==> config.mk <==
export PLATFORM = sky130hd
export DESIGN_NAME = mmio_slot_ctrl_flat
export DESIGN_NICKNAME = d
export VERILOG_FILES = /design/src/rtl/mmio_slot_ctrl_pkg.sv /design/src/rtl/mmio_slot_ctrl_if.sv /design/src/rtl/mmio_slot_ctrl_rr_arbiter.sv /design/src/rtl/mmio_slot_ctrl.sv /design/src/flat_wrapper.sv
export SDC_FILE = /design/constraint.sdc
export NUM_CORES = 1
export LEC_CHECK = 0
export ABC_AREA = 1
export CAP_MARGIN = 20
export CORE_ASPECT_RATIO = 2
export CORE_UTILIZATION = 38
export DETAILED_ROUTE_END_ITERATION = 7
export GPL_ROUTABILITY_DRIVEN = 0
export PLACE_DENSITY = 0.78
export SYNTH_ARGS = -nofsm -noshare
export SYNTH_HDL_FRONTEND = slang
export SYNTH_SLANG_ARGS = --single-unit
==> constraint.sdc <==
create_clock -name clk -period 1.5 [get_ports clk]
set_input_delay 0.3 -clock clk [delete_from_list [all_inputs] [get_ports clk]]
set_output_delay 0.3 -clock clk [all_outputs]
set_load 0.02 [all_outputs]
==> src/rtl/mmio_slot_ctrl_pkg.sv <==
// Shared types and constants for the MMIO slot controller.
package mmio_pkg;

  localparam int unsigned DATA_W = 32;
  localparam int unsigned ADDR_W = 8;

  typedef enum logic [1:0] {
    IDLE     = 2'd0,
    ACCESS   = 2'd1,
    COMPLETE = 2'd2
  } state_t;

  localparam logic [1:0] ERR_OK      = 2'b00;
  localparam logic [1:0] ERR_SLAVE   = 2'b01;
  localparam logic [1:0] ERR_DECODE  = 2'b10;
  localparam logic [1:0] ERR_TIMEOUT = 2'b11;

endpackage

==> src/rtl/mmio_slot_ctrl_if.sv <==
// Slot-side MMIO handshake bundle; the controller is the master.
interface mmio_slot_ctrl_if;
  import mmio_pkg::*;

  logic                chip_select;
  logic                read;
  logic                write;
  logic [ADDR_W-1:0]   addr;
  logic [DATA_W-1:0]   wr_data;
  logic                transaction_completed;
  logic [DATA_W-1:0]   rd_data;
  logic                wr_done;
  logic                rd_done;
  logic                slave_error;
  logic                decode_error;

  modport master (
    output chip_select, read, write, addr, wr_data, transaction_completed,
    input  rd_data, wr_done, rd_done, slave_error, decode_error
  );

  modport slave (
    input  chip_select, read, write, addr, wr_data, transaction_completed,
    output rd_data, wr_done, rd_done, slave_error, decode_error
  );
endinterface

==> src/rtl/mmio_slot_ctrl_rr_arbiter.sv <==
// Combinational round-robin arbiter: first request strictly after i_last wins.
module rr_arbiter #(
  parameter int unsigned N  = 2,
  parameter int unsigned IW = 1
) (
  input  logic [N-1:0]  i_req,
  input  logic [IW-1:0] i_last,
  output logic [N-1:0]  o_grant,
  output logic [IW-1:0] o_index
);

  logic          w_found;
  logic [IW-1:0] w_pos;

  // Scan from i_last+1 around the ring; the first hit is latched via w_found.
  always_comb begin
    o_grant = '0;
    o_index = '0;
    w_found = 1'b0;
    w_pos   = '0;
    for (int unsigned k = 1; k <= N; k++) begin
      w_pos = IW'((32'(i_last) + k) % N);
      if (!w_found && i_req[w_pos]) begin
        w_found        = 1'b1;
        o_grant[w_pos] = 1'b1;
        o_index        = w_pos;
      end
    end
  end

endmodule

==> src/rtl/mmio_slot_ctrl.sv <==
// Shares one MMIO slot between NUM_REQ requesters with round-robin arbitration.
module mmio_slot_ctrl
  import mmio_pkg::*;
#(
  parameter int unsigned NUM_REQ        = 2,
  parameter int unsigned TIMEOUT_CYCLES = 16
) (
  input  logic                      clk,
  input  logic                      arst_n,
  input  logic [NUM_REQ-1:0]        req,
  input  logic [NUM_REQ-1:0]        req_write,
  input  logic [NUM_REQ*ADDR_W-1:0] req_addr,
  input  logic [NUM_REQ*DATA_W-1:0] req_wdata,
  output logic [NUM_REQ-1:0]        gnt,
  output logic [NUM_REQ-1:0]        rsp_valid,
  output logic [DATA_W-1:0]         rsp_rdata,
  output logic [1:0]                rsp_err,
  mmio_slot_ctrl_if.master          slot
);

  localparam int unsigned IW = $clog2(NUM_REQ);
  localparam int unsigned CW = $clog2(TIMEOUT_CYCLES);

  state_t            r_state;
  state_t            w_next;
  logic [IW-1:0]     r_ptr;
  logic [IW-1:0]     r_idx;
  logic              r_write;
  logic [ADDR_W-1:0] r_addr;
  logic [DATA_W-1:0] r_wdata;
  logic [CW-1:0]     r_cnt;
  logic [DATA_W-1:0] r_rdata;
  logic [1:0]        r_err;

  logic [NUM_REQ-1:0] w_arb_gnt;
  logic [IW-1:0]      w_arb_idx;
  logic               w_end;
  logic [1:0]         w_code;

  rr_arbiter #(.N(NUM_REQ), .IW(IW)) u_arb (
    .i_req   (req),
    .i_last  (r_ptr),
    .o_grant (w_arb_gnt),
    .o_index (w_arb_idx)
  );

  // Next state, slot strobes and response outputs; end-condition priority is decode > slave > done > timeout.
  always_comb begin
    w_next                     = r_state;
    w_end                      = 1'b0;
    w_code                     = ERR_OK;
    gnt                        = '0;
    rsp_valid                  = '0;
    rsp_rdata                  = '0;
    rsp_err                    = ERR_OK;
    slot.chip_select           = 1'b0;
    slot.read                  = 1'b0;
    slot.write                 = 1'b0;
    slot.addr                  = '0;
    slot.wr_data               = '0;
    slot.transaction_completed = 1'b0;
    case (r_state)
      IDLE: begin
        if (|req) begin
          gnt    = w_arb_gnt;
          w_next = ACCESS;
        end
      end
      ACCESS: begin
        slot.chip_select = 1'b1;
        slot.read        = ~r_write;
        slot.write       = r_write;
        slot.addr        = r_addr;
        slot.wr_data     = r_wdata;
        if (slot.decode_error) begin
          w_end  = 1'b1;
          w_code = ERR_DECODE;
        end else if (slot.slave_error) begin
          w_end  = 1'b1;
          w_code = ERR_SLAVE;
        end else if (slot.wr_done || slot.rd_done) begin
          w_end  = 1'b1;
          w_code = ERR_OK;
        end else if (r_cnt == CW'(TIMEOUT_CYCLES - 1)) begin
          w_end  = 1'b1;
          w_code = ERR_TIMEOUT;
        end
        if (w_end) w_next = COMPLETE;
      end
      COMPLETE: begin
        slot.transaction_completed = 1'b1;
        rsp_valid[r_idx]           = 1'b1;
        rsp_rdata                  = r_rdata;
        rsp_err                    = r_err;
        w_next                     = IDLE;
      end
      default: w_next = IDLE;
    endcase
  end

  // State register plus capture of the granted request and the access result.
  always_ff @(posedge clk or negedge arst_n) begin
    if (!arst_n) begin
      r_state <= IDLE;
      r_ptr   <= IW'(NUM_REQ - 1);
      r_idx   <= '0;
      r_write <= 1'b0;
      r_addr  <= '0;
      r_wdata <= '0;
      r_cnt   <= '0;
      r_rdata <= '0;
      r_err   <= ERR_OK;
    end else begin
      r_state <= w_next;
      case (r_state)
        IDLE: begin
          if (|req) begin
            r_idx   <= w_arb_idx;
            r_ptr   <= w_arb_idx;
            r_write <= req_write[w_arb_idx];
            r_addr  <= req_addr[w_arb_idx*ADDR_W +: ADDR_W];
            r_wdata <= req_wdata[w_arb_idx*DATA_W +: DATA_W];
            r_cnt   <= '0;
          end
        end
        ACCESS: begin
          r_cnt <= r_cnt + 1'b1;
          if (w_end) begin
            r_rdata <= (w_code == ERR_OK && !r_write) ? slot.rd_data : '0;
            r_err   <= w_code;
          end
        end
        default: ;
      endcase
    end
  end

endmodule

==> src/flat_wrapper.sv <==
// flat-port wrapper written by rule: the top's interface ports become plain ports
module mmio_slot_ctrl_flat import mmio_pkg::*;
#(
  parameter int unsigned NUM_REQ        = 2,
  parameter int unsigned TIMEOUT_CYCLES = 16
)
  (clk, arst_n, req, req_write, req_addr, req_wdata, gnt, rsp_valid, rsp_rdata, rsp_err, slot_chip_select, slot_read, slot_write, slot_addr, slot_wr_data, slot_transaction_completed, slot_rd_data, slot_wr_done, slot_rd_done, slot_slave_error, slot_decode_error);
  mmio_slot_ctrl_if slot_i ();
  input  logic clk;
  input  logic arst_n;
  input  logic [NUM_REQ-1:0] req;
  input  logic [NUM_REQ-1:0] req_write;
  input  logic [NUM_REQ*ADDR_W-1:0] req_addr;
  input  logic [NUM_REQ*DATA_W-1:0] req_wdata;
  output logic [NUM_REQ-1:0] gnt;
  output logic [NUM_REQ-1:0] rsp_valid;
  output logic [DATA_W-1:0] rsp_rdata;
  output logic [1:0] rsp_err;
  output wire logic [$bits(slot_i.chip_select)-1:0] slot_chip_select;
  output wire logic [$bits(slot_i.read)-1:0] slot_read;
  output wire logic [$bits(slot_i.write)-1:0] slot_write;
  output wire logic [$bits(slot_i.addr)-1:0] slot_addr;
  output wire logic [$bits(slot_i.wr_data)-1:0] slot_wr_data;
  output wire logic [$bits(slot_i.transaction_completed)-1:0] slot_transaction_completed;
  input wire logic [$bits(slot_i.rd_data)-1:0] slot_rd_data;
  input wire logic [$bits(slot_i.wr_done)-1:0] slot_wr_done;
  input wire logic [$bits(slot_i.rd_done)-1:0] slot_rd_done;
  input wire logic [$bits(slot_i.slave_error)-1:0] slot_slave_error;
  input wire logic [$bits(slot_i.decode_error)-1:0] slot_decode_error;
  assign slot_chip_select = slot_i.chip_select;
  assign slot_read = slot_i.read;
  assign slot_write = slot_i.write;
  assign slot_addr = slot_i.addr;
  assign slot_wr_data = slot_i.wr_data;
  assign slot_transaction_completed = slot_i.transaction_completed;
  assign slot_i.rd_data = slot_rd_data;
  assign slot_i.wr_done = slot_wr_done;
  assign slot_i.rd_done = slot_rd_done;
  assign slot_i.slave_error = slot_slave_error;
  assign slot_i.decode_error = slot_decode_error;
  mmio_slot_ctrl #(.NUM_REQ(NUM_REQ), .TIMEOUT_CYCLES(TIMEOUT_CYCLES)) u_core (.clk(clk), .arst_n(arst_n), .req(req), .req_write(req_write), .req_addr(req_addr), .req_wdata(req_wdata), .gnt(gnt), .rsp_valid(rsp_valid), .rsp_rdata(rsp_rdata), .rsp_err(rsp_err), .slot(slot_i));
endmodule
==> results.md <==
- Status: complete, but fails checks
- Failing checks: negative hold slack, negative setup slack
- Post-synth EDFFs: 0
- WL final: roughly 18 mm
- First-pass GRT wire length: ~24 mm
- Die area: ~12,000 um^2
- Main combinational cell family by area after synthesis: simple AND/OR/NAND/NOR gates
- H-tree depth: 3
- Routed wire length per instance: 17.57 um
- CP Data Required Time: 1.20 ns
- Die height: 154.3 um
- DR vias: 5,168
- N_diodes: 0
- CP startpoint: u_core.r_state[1]
- FF-to-FF Start: u_core.r_state[0]
- # hold bufs at CTS: 0
- DP Worst Slack: -0.5841 ns
- Core box area: between 10,000 and 15,000 um^2
- Synth warn: 0
- Post-synthesis xor/xnor area fraction: 0
- CTS tree: done
- Placed cells: ~950
- Worst path slowest cell: dfrtp_1
- Grt total ovfl: 0
- Min Tclk post-route: 1.741 ns
- Vias/cell: around 5
- HP Class: input port to asynchronous set/reset pin
- CP peak stage delay: approximately 0.37 ns
- CTS max path bufs: 2
- Max VDD drop: ~0.0012 V
- Worst-Margin Slew: approximately 0.50 ns
- Initial DRC Count: between 150 and 200
- Number of buffers created by CTS: 9
- Hold WS: -0.05209 ns
- CP arrival: about 1.4 ns
- Worst setup EP type: output port
- Lkg Pwr: 0.004076 uW
- Post-synthesis compound-gate area fraction: 0.1292
- Max FO, Critical Path: 21
- DRC: 0
- Maxcap violations: 0
- Cell taking the most area after synthesis: dfrtp_1
- Layout Skew: 0.01255 ns
- Top cell type's share of synthesized area: 0.4658
- Cells after Synth: approximately 600
- GRT Overall Usage: 0.2518
- Setup violations, final: about 130
- Pin count of the biggest net entering global routing: 84
- Worst-Skew Late Latency: about 0.34 ns
- Final HPWL DP: around 9.3 mm
- Post-synth top cells: 158 x nor2_1, 115 x inv_1, 82 x dfrtp_1
- Ys async rst share: 1.000
- Period utilization: 1.161
- Vias in the first global route: between 5,000 and 6,000
- RSZ-0062 raised after global routing: yes
- Worst slew margin relative to its limit: 0.6680
- Clock root cell: clkbuf_16
- IO Pins: ~200
- Simple-gate share of the synthesized area: 0.2442
- Post-route insts no fill: roughly 1,000
- Reg clk slew, reported paths: 0.06 ns
- CP cell instances: inv_2 -> nor2_4 -> clkinv_4 -> buf_12 -> nor2_2 -> buf_6
- Post-layout nets: slightly below 1,000
- Pins Over Slew Limit: 0
- Top cells by area, synth: dfrtp_1 47%, nor2_1 13%, inv_1 9.8%, nand2_1 6.3%, o22ai_1 5.8%
- FP Rows: 55
- Cell area after synthesis: about 4400 um^2
- Mux cell area share after synthesis: 0
- Flops & latches, synth: 83
- Initial antenna violation count: 0
- ANT nets after route: 0
- Cell variety after synth: 23
- Port-buffer cells: around 200
- Most common flop cell mapped by yosys: dfrtp_1
- Critical path startpoint category: flip-flop
- Layout cells sized above 1: 0.3857
- WS Path Type: flip-flop to output port
- DR pass1 iterations: 4
- Cell with the most instances after synthesis: nor2_1
- Worst r2r path cells: 9
- Layout area overhead: 100.9%
- Post-synthesis sequential area ratio: 0.4717
- Synthesized area per cell: approximately 7.2 um^2
- Starting Density: 0.3904
- Fmax achieved: 0.5743 GHz
- Fin. Hold Viols: 19
- CTS Sinks: slightly above 80
- Cell area power density: between 2000 and 2500 nW/um^2
- Setup ws final: -0.2413 ns
- Synth Area in Adders: 0.002840
- Die Wd: between 70 and 80 um
- Syn Nets: 734
cells by family after synthesis:
| logic type | count (synthesis) |
|---|---|
| simple gates | 272 |
| fa+ha+maj | 1 |
| compound gates | 97 |
| flops | 83 |
| buf+inv | 158 |
per-layer routing:
metal  up-vias  track usage  share of wire  wire length [um]
li1       2380            -              -                 -
met1      2527       0.2514           0.32              5657
met2       209       0.4770           0.59             10480
met3        52      0.03953          0.042               752
met4         0       0.1455          0.046               816
met5         -            0              0                 0
where the power goes:
group	internal, uW	switching (uW)	leakage, uW
registers	3240	464	0.00104
logic	5760	6440	0.00287
clock network	1550	897	0.000162
total	10600	7800	0.00408
worst max-delay path, delay by kind of cell (launching register included):
family	cells	cell delay, ns
AND/OR/NAND/NOR	2	0.26
flip-flops	1	0.37
buffers and inverters	4	0.49
registers in the layout (all words and copies together), names as in the netlist:
name and flops:
u_core.r_addr 8, u_core.r_cnt 4, u_core.r_err 2, u_core.r_idx 1, u_core.r_ptr 1, u_core.r_rdata 32
u_core.r_state 2, u_core.r_wdata 32, u_core.r_write 1
placed cells by master, fill, tap and decap left out, drive strengths merged:
master and n:
nor2 160, buf 141, inv 120, clkdlybuf4s50 119
dfrtp 82, nand2 76, o21ai 50, o22ai 41
nand3 36, clkbuf 24, a21oi 5, clkinv 3
bufinv 2, a21boi 1, a22o 1, ha 1
clkinvlp 1, bufbuf 1, dlymetal6s2s 1, dfstp 1
area by class of cell:
type                            count  area [um^2]
Multi-Input combinational cell    371         2526
Fill cell                         707         2436
Tap cell                          142        177.7
Sequential cell                    83         2078
Timing Repair Buffer              275         3243
Clock buffer                       11        252.7
Timing Repair inverter              1        11.26
Clock inverter                      5        85.08
Inverter                          120        475.5
final timing paths:
| path | end | slack, ns |
|---|---|---|
| hold / removal | u_core.r_wdata[25] | -0.05 |
| setup / recovery | rsp_rdata[3] | -0.24 |
| setup reg to reg | u_core.r_rdata[17] | -0.24 |
| max in group asynchronous | u_core.r_ptr | 1.10 |
| min in group clk | u_core.r_rdata[12] | 0.48 |
| hold reg to reg | u_core.r_rdata[12] | 0.48 |
metrics by stage:
stage                     hold slack, ns  cell area [um^2]    util  total power (uW)  TNS (ns)
final                           -0.05209              8850  0.7841             18360    -22.81
after global routing             0.01365              8850  0.7841             19210    -30.91
after CTS                       0.005228              7786  0.6899             15530    -17.90
after detailed placement          0.3609              6792  0.6018             10640    -52.53
after global placement            0.3624              6792  0.6018             10410    -47.22
after floorplan                 0.004409              4488       -              7907    -1.492
what timing repair did:
action,CTS,global route
resized for setup,538,183
buffers inserted,10,12
pin swaps,9,34
cloned,11,14
endpoints found under the setup margin,154,146
Note: power is estimated with default switching activity, not from simulation.
==> variant 1 (same flow settings) <==
The 3 states of `state_t` get a one-hot encoding in 3 bits.
--- a/src/rtl/mmio_slot_ctrl_pkg.sv
+++ b/src/rtl/mmio_slot_ctrl_pkg.sv
@@ -5,8 +5,8 @@
   localparam int unsigned ADDR_W = 8;
 
-  typedef enum logic [1:0] {
-    IDLE     = 2'd0,
-    ACCESS   = 2'd1,
-    COMPLETE = 2'd2
+  typedef enum logic [2:0] {
+    IDLE     = 3'b001,
+    ACCESS   = 3'b010,
+    COMPLETE = 3'b100
   } state_t;
 
Formal check against the unedited RTL: no difference found for any inputs over 4 cycles, from zero or initial values and one cycle with arst_n low; so few cycles prove little.
==> variant 1 against the unedited design <==
  * First-iteration DRC count increased by 83%
  * Total power decreased by 31%
  * Design area decreased by 13%
  * Global-route usage decreased by 0.55 points
  * Worst setup slack got worse by 0.20 ns
  * Wire length decreased by 16%
  * The run still ends with negative hold slack, negative setup slack left
  * Sequential power increased by 4%
  * Combinational power decreased by 45%
  * Critical path depth increased by 1
  * Sequential cell count increased by 1
  * Maximum frequency decreased by 10%
  * Area after synthesis about the same
==> variant 1: results (changes against the unedited design) <==
.. list-table::
   :header-rows: 1

   * - Metric
     - Value
   * - Flop2flop setup slack
     - -0.22 ns (+0.02 ns)
   * - Crit Reg-Reg Endpoint
     - u_core.r_addr[3]
   * - Slowest stage delay, CP
     - 0.35 ns (-0.02 ns)
   * - Launch point of the critical path
     - u_core.r_state[2]
   * - Worst r2r src
     - u_core.r_state[0]
   * - Sequential element share of the synthesized area
     - 47.8% (+0.61 points)
   * - Status
     - finished, violations left
   * - Largest regs
     - u_core.r_rdata: 32 flops, u_core.r_wdata: 32 flops, u_core.r_addr: 8 flops
   * - Arrival time of the worst setup path
     - 1.64 ns (+0.20 ns)
   * - Setup Viol. Count Final
     - 162 (+28%)
   * - Synth cell count leaders
     - 158 x nor2_1, 119 x inv_1, 82 x dfrtp_1
   * - Synthesized netlist net count
     - 735 (+0.14%)
   * - Final setup TNS
     - -35.80 ns (-12.99 ns)
   * - Largest net degree at the start of global routing
     - 85 (+1.2%)
   * - Pleak
     - 3.82 nW (-6.4%)
   * - Worst reg2reg path depth
     - 8 (-1)
   * - Wire per inst
     - 15.0 um (-15%)
   * - Post-DP HPWL
     - 9380 um (+0.72%)
   * - H-tree lvl count
     - 3 (unchanged)
   * - Violated checks
     - negative hold slack, negative setup slack
   * - Synthesis warning total
     - 0 (unchanged)
   * - Number of nets in the final layout
     - 967 (-1.7%)
   * - Vias in the first global route
     - 5057 (+0.50%)
   * - Post-Route Skew
     - 0.00898 ns (-0.00358 ns)
   * - Post-placement setup slack
     - -0.581 ns (+0.00362 ns)
   * - Final critical-path setup slack
     - -0.440 ns (-0.199 ns)
   * - Final worst hold slack
     - -0.0180 ns (+0.0341 ns)
   * - Count of routing violations after the opening detailed-route iteration
     - 346 (+83%)
   * - First-pass iteration count of the detailed router
     - 4 (unchanged)
   * - Filler cell count
     - 937 (+33%)
   * - Diode count
     - 0 (unchanged)
   * - Worst Hold Class
     - input pin to asynchronous set/reset pin
   * - Ratio of cells with drive above 1 in the final layout
     - 23.9% (-15 points)
   * - Slew at the pin closest to its max-slew limit
     - 0.448 ns (-0.0501 ns)
   * - Vias after detailed routing
     - 4861 (-5.9%)
   * - Worst-case vdd ir drop
     - 0.847 mV (-30%)
   * - Worst-path maximum fanout
     - 7 (-67%)
   * - End point of the critical path
     - rsp_rdata[9]
   * - Wire length of the first global-routing pass
     - 23200 um (-1.8%)
   * - Gr usage total
     - 24.6% (-0.55 points)
   * - Leading post-synthesis cells by cell area
     - dfrtp_1 47%, nor2_1 13%, inv_1 10%
   * - Hold Fails Final Rpt
     - 12 (-7)
variant 1: stage by stage:
step	std cells	utilization, %	hold WS (ns)	instance area [sq um]
after floorplan	612	-	0.00441	4650
after global placement	947	61.9	0.362	6990
after detailed placement	947	61.9	0.369	6990
after CTS	985	67.7	0.00249	7640
after global routing	991	68.2	0.0153	7700
final	991	68.2	-0.0180	7700
variant 1: cell type report:
class	count	area [sq um]	area share [%]
timing repair buffer	259	2710	35.2
tap	142	178	2.31
sequential	84	2100	27.3
clock buffer	12	236	3.07
multi-input combinational	368	1960	25.5
inverter	122	460	5.98
clock inverter	4	50.0	0.650
variant 1: logic make-up (layout without fill, tap and decap cells):
group                      count (synthesis)  in the layout  share of synthesized area (%)
DFF                                       84             84                           47.8
xor gates and xnor gates                   1              1                          0.199
adders and majority gates                  1              1                          0.284
buffers and inverters                    160            397                           14.7
AOI/OAI and AO/OA                         95             95                           12.5
and+or+nand+nor                          271            271                           24.5
variant 1: what timing repair did:
action,in CTS,in global routing
gates cloned,8,2
setup buffers,15,4
resized for setup,391,43
pin swaps,5,5
setup endpoints to repair,163,165
variant 1: where the power goes:
| group | switching (W) | internal, W | total (W) | leakage (nW) |
|---|---|---|---|---|
| sequential | 0.000455 | 0.00337 | 0.00383 | 1.05 |
| clock | 0.000875 | 0.00129 | 0.00216 | 0.133 |
| combinational | 0.00355 | 0.00310 | 0.00665 | 2.63 |
variant 1: worst min path at each step:
stage,end,cells past startpoint,slack [ns]
floorplan,u_core.r_addr[0],0,0.004
global placement,u_core.r_rdata[24],2,0.36
detailed placement,u_core.r_write,2,0.37
finish,u_core.r_rdata[24],2,-0.02
CTS,u_core.r_addr[6],2,0.002
global route,u_core.r_rdata[24],2,0.02
variant 1: worst max-delay path, delay by kind of cell, from the launching register on:
kind                   cells  cell delay, ns
AND/OR/NAND/NOR            2            0.32
flip-flops                 1            0.35
buffers and inverters      5            0.62
variant 1: per-layer routing:
metal / vias to the layer above / part of all wire (%) / GRT usage, %
li1: 2342 / - / -
met2: 176 / 58 / 47.1
met4: 0 / 3.1 / 11.9
met1: 2313 / 35 / 24.9
met3: 30 / 4.7 / 4.25
met5: - / 0 / 0
==> variant 2 (same settings) <==
Without the edit above. `NUM_REQ` is set to 2 in 2 places; all go to 4.
--- a/src/rtl/mmio_slot_ctrl.sv
+++ b/src/rtl/mmio_slot_ctrl.sv
@@ -3,5 +3,5 @@
   import mmio_pkg::*;
 #(
-  parameter int unsigned NUM_REQ        = 2,
+  parameter int unsigned NUM_REQ        = 4,
   parameter int unsigned TIMEOUT_CYCLES = 16
 ) (
--- a/src/flat_wrapper.sv
+++ b/src/flat_wrapper.sv
@@ -2,5 +2,5 @@
 module mmio_slot_ctrl_flat import mmio_pkg::*;
 #(
-  parameter int unsigned NUM_REQ        = 2,
+  parameter int unsigned NUM_REQ        = 4,
   parameter int unsigned TIMEOUT_CYCLES = 16
 )
Ports: changed (6 resized); port bits go from 204 to 292. No check against the original RTL was run, so the function may have changed too.
==> variant 2 against the unedited design <==
  * The run ends with negative setup slack left
  * Wire length up 96%
  * Sequential cell count grew 2
  * Total power rose by 110%
  * Count of clock-buffer cells in the layout down 1
  * Area after synthesis increased by 46%
  * Design area increased by 53%
  * Worst setup slack got worse by 0.89 ns
  * Largest cell class unchanged
  * Sequential power rose by 9.2%
  * Global-route usage grew 6.6 points
==> variant 2: results (changes against the unedited design) <==
.. list-table::
   :header-rows: 1

   * - Metric
     - Value
   * - Count of state elements after synthesis
     - 85 (+2.4%)
   * - Power attributed to combinational cells
     - 0.0321 W (+160%)
   * - Met3 capacity usage during global routing
     - 6.54% (+2.6 points)
   * - Violated checks
     - negative setup slack
   * - Vias per cell
     - 5.32 (+3.8%)
   * - Kind of cell with the highest combined delay on the critical path
     - simple AND/OR/NAND/NOR gates
   * - Placement-stage cell area
     - 0.0106 sq mm (+56%)
   * - Detailed-routing wirelength on met1
     - 10800 um (+91%)
   * - Mapped Cells
     - 1081 (+77%)
   * - Multi-input logic cell count
     - 667 (+80%)
   * - Number of nets in the final layout
     - 1677 (+70%)
   * - Multi-input gate share of the layout cell area
     - 33.4% (+4.9 points)
   * - Worst-case vdd ir drop
     - 2.43 mV (+100%)
   * - Met2 wire len
     - 18400 um (+76%)
   * - Growth of design area from synthesis to finish
     - 110%
   * - Ratio of cells with drive above 1 in the final layout
     - 35.2% (-3.3 points)
   * - Largest net degree at the start of global routing
     - 50 (-40%)
   * - Filler cell count
     - 988 (+40%)
   * - Cell count after placement
     - 1563 (+65%)
   * - Status
     - finished, violations left
   * - Count of input and output buffers
     - 291 (+43%)
   * - Fraction of met1 tracks used by global routing
     - 30.4% (+5.3 points)
   * - Global routing usage on met2
     - 60.5% (+13 points)
   * - Compound-Gate Fraction of Synth Area
     - 4.15% (-8.8 points)
   * - Pleak
     - 6.75 nW (+66%)
   * - Synth cell count leaders
     - 294 x nand2_1, 261 x inv_1, 212 x nand3_1
   * - Worst reg2reg path depth
     - 18 (+9)
   * - Post-Route Skew
     - 0.0101 ns (-0.00242 ns)
   * - Setup Viol. Count Final
     - 171 (+35%)
   * - Final critical-path setup slack
     - -1.13 ns (-0.885 ns)
   * - Wire per inst
     - 20.7 um (+18%)
   * - Bufs w/o clock
     - 433 (+57%)
-- variant 2: changes by cell type in the layout (fill, tap and decap cells not counted), moves of 20 or more --
cell,before,now
buf_12,11,31
o22ai_1,28,0
clkdlybuf4s50_1,119,202
nor2_1,77,2
nand3_1,2,141
o21ai_0,28,2
nor2_4,50,86
nor2_2,33,0
nand2_2,6,48
nand2_1,66,239
nand3_2,32,56
inv_1,113,248
buf_6,78,108
-- variant 2: cell families (layout without fill, tap and decap cells) --
family          after synthesis  count (layout)
fa+ha+maj                     9               9
simple gates                607             607
compound gates               50              50
xor+xnor                      1               1
buf+inv                     329             715
flops                        85              85
-- variant 2: what timing repair did --
| action | 4_1_cts | 5_1_grt |
|---|---|---|
| endpoints found under the setup margin | 170 | 171 |
| cloned | 21 | 18 |
| setup buffers | 28 | 34 |
| endpoints found under the hold margin | 13 | 0 |
| hold buffers | 1 | 0 |
| pin swaps | 38 | 73 |
| gates resized for setup | 598 | 233 |
